### config.mk
export PLATFORM = sky130hd
export DESIGN_NAME = pipe_stage_reg
export DESIGN_NICKNAME = d
export VERILOG_FILES = /design/src/rtl/pipe_stage_reg.sv
export SDC_FILE = /design/constraint.sdc
export NUM_CORES = 1
export LEC_CHECK = 0
export CAP_MARGIN = 0
export CORE_MARGIN = 5
export CORE_UTILIZATION = 25
export DETAILED_ROUTE_END_ITERATION = 6
export PLACE_DENSITY = 0.57
export SYNTH_ARGS = -nofsm -noshare
export SYNTH_HDL_FRONTEND = slang
export SYNTH_SLANG_ARGS = --single-unit
### constraint.sdc
create_clock -name clk -period 5.3 [get_ports clk]
set_input_delay 1.06 -clock clk [delete_from_list [all_inputs] [get_ports clk]]
set_output_delay 1.06 -clock clk [all_outputs]
set_load 0.05 [all_outputs]
### src/rtl/pipe_stage_reg.sv
// -----------------------------------------------------------------------------
// pipe_stage_reg
//
// Pipeline stage register with a valid/ready handshake, a synchronous flush and
// an optional two-entry skid buffer. Replaces the fixed instruction+PC stage
// registers between the core's pipeline stages. Back-pressure stalls the stage
// and `flush` kills its contents. Two saturating counters (stall cycles and
// killed entries) feed the performance-monitor CSRs.
//
// Parameters
//   DATA_W    payload width (default instr 32 + PC 64)
//   RESET_VAL value on out_data after reset and after flush
//   SKID      0: single register, combinational in_ready
//             1: two-entry skid buffer, registered in_ready
//   CNT_W     width of the performance counters
//
// Ports
//   clk        in   clock, all state changes on the rising edge
//   reset      in   synchronous active-high reset
//   in_valid   in   upstream offers in_data
//   in_ready   out  stage accepts data this cycle
//   in_data    in   upstream payload
//   out_valid  out  out_data holds a live entry
//   out_ready  in   downstream consumes this cycle
//   out_data   out  oldest held payload
//   flush      in   kill held entries and any entry accepted this cycle
//   cnt_clr    in   synchronous clear of both counters
//   stall_cnt  out  cycles with out_valid & !out_ready (saturating)
//   kill_cnt   out  live entries discarded by flush (saturating)
// -----------------------------------------------------------------------------
module pipe_stage_reg #(
    parameter int                 DATA_W    = 96,
    parameter logic [DATA_W-1:0]  RESET_VAL = '0,
    parameter int                 SKID      = 1,
    parameter int                 CNT_W     = 32
) (
    input  logic              clk,
    input  logic              reset,
    input  logic              in_valid,
    output logic              in_ready,
    input  logic [DATA_W-1:0] in_data,
    output logic              out_valid,
    input  logic              out_ready,
    output logic [DATA_W-1:0] out_data,
    input  logic              flush,
    input  logic              cnt_clr,
    output logic [CNT_W-1:0]  stall_cnt,
    output logic [CNT_W-1:0]  kill_cnt
);

    logic       in_fire;
    logic       out_fire;
    logic [1:0] held;          // number of live entries currently stored

    assign in_fire  = in_valid & in_ready;
    assign out_fire = out_valid & out_ready;

    generate
        if (SKID != 0) begin : g_skid
            typedef enum logic [1:0] {EMPTY, ONE, FULL} state_t;

            state_t             state_reg;
            logic [DATA_W-1:0]  main_reg;
            logic [DATA_W-1:0]  skid_reg;
            logic               in_ready_reg;

            assign in_ready  = in_ready_reg;
            assign out_valid = (state_reg != EMPTY);
            assign out_data  = main_reg;
            assign held      = (state_reg == FULL) ? 2'd2 :
                               (state_reg == ONE)  ? 2'd1 : 2'd0;

            // in_ready_reg is loaded with (next state != FULL) in every branch,
            // so in_ready never depends combinationally on out_ready.
            always_ff @(posedge clk) begin
                if (reset) begin
                    state_reg    <= EMPTY;
                    main_reg     <= RESET_VAL;
                    skid_reg     <= RESET_VAL;
                    in_ready_reg <= 1'b1;
                end else if (flush) begin
                    // Anything accepted this cycle is dropped with the rest.
                    state_reg    <= EMPTY;
                    main_reg     <= RESET_VAL;
                    in_ready_reg <= 1'b1;
                end else begin
                    in_ready_reg <= 1'b1;
                    case (state_reg)
                        EMPTY: begin
                            if (in_fire) begin
                                state_reg <= ONE;
                                main_reg  <= in_data;
                            end
                        end
                        ONE: begin
                            case ({in_fire, out_fire})
                                2'b11: main_reg <= in_data;
                                2'b10: begin
                                    // Downstream stalled: park the new item.
                                    state_reg    <= FULL;
                                    skid_reg     <= in_data;
                                    in_ready_reg <= 1'b0;
                                end
                                2'b01: state_reg <= EMPTY;
                                default: ;
                            endcase
                        end
                        FULL: begin
                            if (out_fire) begin
                                state_reg <= ONE;
                                main_reg  <= skid_reg;
                            end else begin
                                in_ready_reg <= 1'b0;
                            end
                        end
                        default: begin
                            state_reg <= EMPTY;
                        end
                    endcase
                end
            end
        end else begin : g_reg
            logic               valid_reg;
            logic [DATA_W-1:0]  data_reg;

            assign in_ready  = out_ready | ~valid_reg;
            assign out_valid = valid_reg;
            assign out_data  = data_reg;
            assign held      = {1'b0, valid_reg};

            always_ff @(posedge clk) begin
                if (reset || flush) begin
                    valid_reg <= 1'b0;
                    data_reg  <= RESET_VAL;
                end else if (in_fire) begin
                    valid_reg <= 1'b1;
                    data_reg  <= in_data;
                end else if (out_fire) begin
                    valid_reg <= 1'b0;
                end
            end
        end
    endgenerate

    // Counter increments: index 0 = stall, index 1 = kill.
    // The kill amount is held entries not delivered this cycle plus a newly
    // accepted one; it never exceeds 2, so 2-bit wraparound in the
    // intermediate subtraction is harmless.
    logic [1:0] cnt_inc [2];

    assign cnt_inc[0] = {1'b0, out_valid & ~out_ready};
    assign cnt_inc[1] = flush ? (held - {1'b0, out_fire} + {1'b0, in_fire}) : 2'd0;

    genvar gi;
    generate
        for (gi = 0; gi < 2; gi++) begin : g_cnt
            logic [CNT_W-1:0] cnt_reg;
            logic [CNT_W:0]   sum_next;

            // One extra bit catches overflow; any carry means saturate.
            assign sum_next = {1'b0, cnt_reg} + (CNT_W+1)'(cnt_inc[gi]);

            always_ff @(posedge clk) begin
                if (reset || cnt_clr) begin
                    cnt_reg <= '0;
                end else if (sum_next[CNT_W]) begin
                    cnt_reg <= '1;
                end else begin
                    cnt_reg <= sum_next[CNT_W-1:0];
                end
            end
        end
    endgenerate

    assign stall_cnt = g_cnt[0].cnt_reg;
    assign kill_cnt  = g_cnt[1].cnt_reg;

endmodule

==> results.json <==
{
  "io_pins": 264,
  "routed_wl_mm": 36.96,
  "wl_met3_mm": 2.193,
  "crit_top_cell": "xnor2_1",
  "syn_area_um2": 11660,
  "grt_pass1_wl_mm": 57.83,
  "final_layout_size_suffix_gt1_share_pct": 6.238,
  "areaGrowthSynthToFinish_pct": 34.50,
  "netlist_instances": 1352,
  "synthArstFlopShare_pct": 0,
  "num_vias": 10450,
  "cp.arrival_ns": 4.76,
  "cp_cell_sequence": "clkdlybuf4s50_1 > nor2b_1 > xnor2_1 > ha_1 > xnor2_1 > xnor2_1 > nand2_1 > fa_1 > and4b_1 > nand2_1 > nor4b_4 > nand2_2 > a21oi_1",
  "cp_max_fo": 26,
  "cp_slowest_stage_delay_ns": 0.54,
  "synth_nets": 1464,
  "via_per_inst": 4.835,
  "cp_data_required_time_ns": 5.78,
  "dieArea_um2": 51050,
  "worst-path-buf-inv": 1,
  "dr.pass1.iters": 5,
  "leakagePower_nw": 5.361,
  "max_freq_mhz": 233.8,
  "mostFrequentLayoutCell": "nand2_1",
  "grt_overflow": 0,
  "synthFlopType": "dfxtp_1",
  "critPathSlowestCell": "clkdlybuf4s50_1",
  "synth-seq-area-share_pct": 44.47,
  "drc": 0,
  "clock-skew-final_ns": 0.01372,
  "worst-setup-path-type": "in -> reg",
  "period_needed_ns": 4.278,
  "gp_congestion": 0.7705,
  "ys_warn_count": 0,
  "cts_max_path_buffers": 3,
  "synthDistinctLibCells": 49,
  "startpoint_type": "input port",
  "cap_violations": 0,
  "slew_viol_final": 0,
  "synth_seq_cells": 259,
  "final_cell_mix": "nand2_1, clkdlybuf4s50_1, dfxtp_1",
  "rsz0062_at_grt": "false",
  "cts_max_level": 1,
  "wl_met1_mm": 16.43,
  "wl_per_cell_um": 17.09,
  "path_clk_slew_ns": 0.06,
  "highest_layer": "met5",
  "cts_buffers": 31,
  "setup_viol": 0,
  "post_cts_resized": 0,
  "dp_hpwl_mm": 22.51,
  "setup_tns_ns": 0,
  "drt_iter0_markers": 638,
  "power.density_nw_per_um2": 299.5,
  "worstMarginPinSlew_ns": 1.288,
  "die_width_um": 226.0,
  "ir_drop_mv": 0.1925,
  "layoutNonFillerInstCount": 2162,
  "met2_wirelength_mm": 17.56,
  "detail-route-antenna-nets": 0,
  "start_util_pct": 25.15,
  "hold_class": "reg -> reg",
  "cts_setup_buffers": 0,
  "synth.avg_cell_area_um2": 8.623,
  "die_h_um": 226.0,
  "grt_util_all_layers_pct": 13.82,
  "port_buffers": 263,
  "num-fill-cells": 4756,
  "rows": 79,
  "period_share_pct": 80.72,
  "hold_violations": 0,
  "synth_edf_count": 0,
  "clock-sinks": 259,
  "status": "finished, final reports clean",
  "antennaDiodeCount": 0,
  "fin_nets": 1644,
  "grt_pass1_vias": 10050,
  "dp.cells": 2106,
  "clk_latency_ns": 0.56,
  "cts_tree": "yes",
  "ctsRootBufferMaster": "clkbuf_16",
  "crit_family": "simple AND/OR/NAND/NOR gates",
  "antenna_found_initial": 2,
  "cts_hold_buf": 0,
  "grt_max_degree": 193,
  "core_um2": 46360,
  "critPathCaptureType": "flop",
  "relSlewSlack_pct": 14.14
}
[cell families after synthesis]
group	count (synthesis)	synth area share, %
AO/OA/AOI/OAI	273	14.83
XOR/XNOR	51	3.831
adder cells (fa/ha/maj)	10	1.138
buffers and inverters	145	5.184
flip-flops	259	44.47
multiplexers	97	8.328
AND/OR/NAND/NOR	517	22.22
[routing by layer]
| layer | vias to the layer above | GRT usage (%) |
|---|---|---|
| li1 | 5170 | - |
| met1 | 4974 | 18.16 |
| met2 | 261 | 23.15 |
| met3 | 45 | 3.276 |
| met4 | 4 | 3.143 |
| met5 | - | 0 |
[synthesized netlist by cell type (2+ instances only)]
cell type  instances  share of area, %
nand2_1          307               9.9
dfxtp_1          259                44
a21oi_1          134               5.8
clkbuf_1         106               3.4
o211ai_1          98               6.3
mux2i_1           97               8.3
or4_1             96               6.2
xor2_1            26               2.0
xnor2_1           25               1.9
a21oi_2           20               1.5
inv_1             18              0.58
nand3_1           18              0.77
buf_2             16              0.69
nor2_1            16              0.52
and3_1            15              0.80
nand4_1           11              0.59
nor3_1            11              0.47
ha_1               9              0.97
nor4_1             9              0.48
a31oi_1            7              0.38
and4_1             6              0.45
or2_2              6              0.32
a211oi_1           4              0.26
and2_1             4              0.21
nand4_2            3              0.32
o21ai_0            3              0.13
and4b_1            2              0.17
buf_1              2             0.064
buf_12             2              0.34
nor2b_1            2              0.11
nor4b_1            2              0.15
[path summary, 6_finish.rpt]
| path | start | end | slack [ns] | cells after the start |
|---|---|---|---|---|
| hold reg to reg | g_skid.skid_reg[88] | g_skid.skid_reg[88] | 0.45 | 2 |
| setup / recovery | out_ready | kill_cnt[1] | 1.02 | 13 |
| hold / removal | g_skid.skid_reg[88] | g_skid.skid_reg[88] | 0.45 | 2 |
| setup reg to reg | g_skid.state_reg[0] | kill_cnt[1] | 1.24 | 14 |
[final cells by class]
class,instances,area (um^2),share of cell area [%]
repair buffers,274,2725,17.38
multi-input cells,948,5919,37.75
flip-flops and latches,259,5185,33.06
inverters,18,67.56,0.4309
clock inverters,6,107.6,0.6862
well taps,607,759.5,4.843
clock buffers,50,917.1,5.849
[stage by stage]
step	hold slack [ns]	power [W]	utilization, %	worst slack (ns)	cell area [um^2]
detailed placement	0.4463	0.002602	31.62	0.4704	14660
global placement	0.4410	0.002599	31.62	0.5991	14660
CTS	0.4543	0.004795	33.83	1.083	15680
finish	0.4529	0.004696	33.83	1.022	15680
global route	0.4683	0.004903	33.83	0.7522	15680
floorplan	0.4360	0.002369	-	1.594	11660
[worst min-delay path, delay by kind of cell (launching register included)]
kind               cells  cell delay (ns)
AOI/OAI and AO/OA      1             0.05
DFF                    1             0.30
and+or+nand+nor        1             0.05
[report_power, final]
part	internal, W	leakage [nW]	total, W	switching, W
combinational	0.000188	2.77	0.000530	0.000342
sequential	0.00200	2.10	0.00202	0.0000285
clock	0.00131	0.497	0.00214	0.000827
total	0.00350	5.36	0.00470	0.00120
No activity file was read; power rests on OpenSTA's default activity.
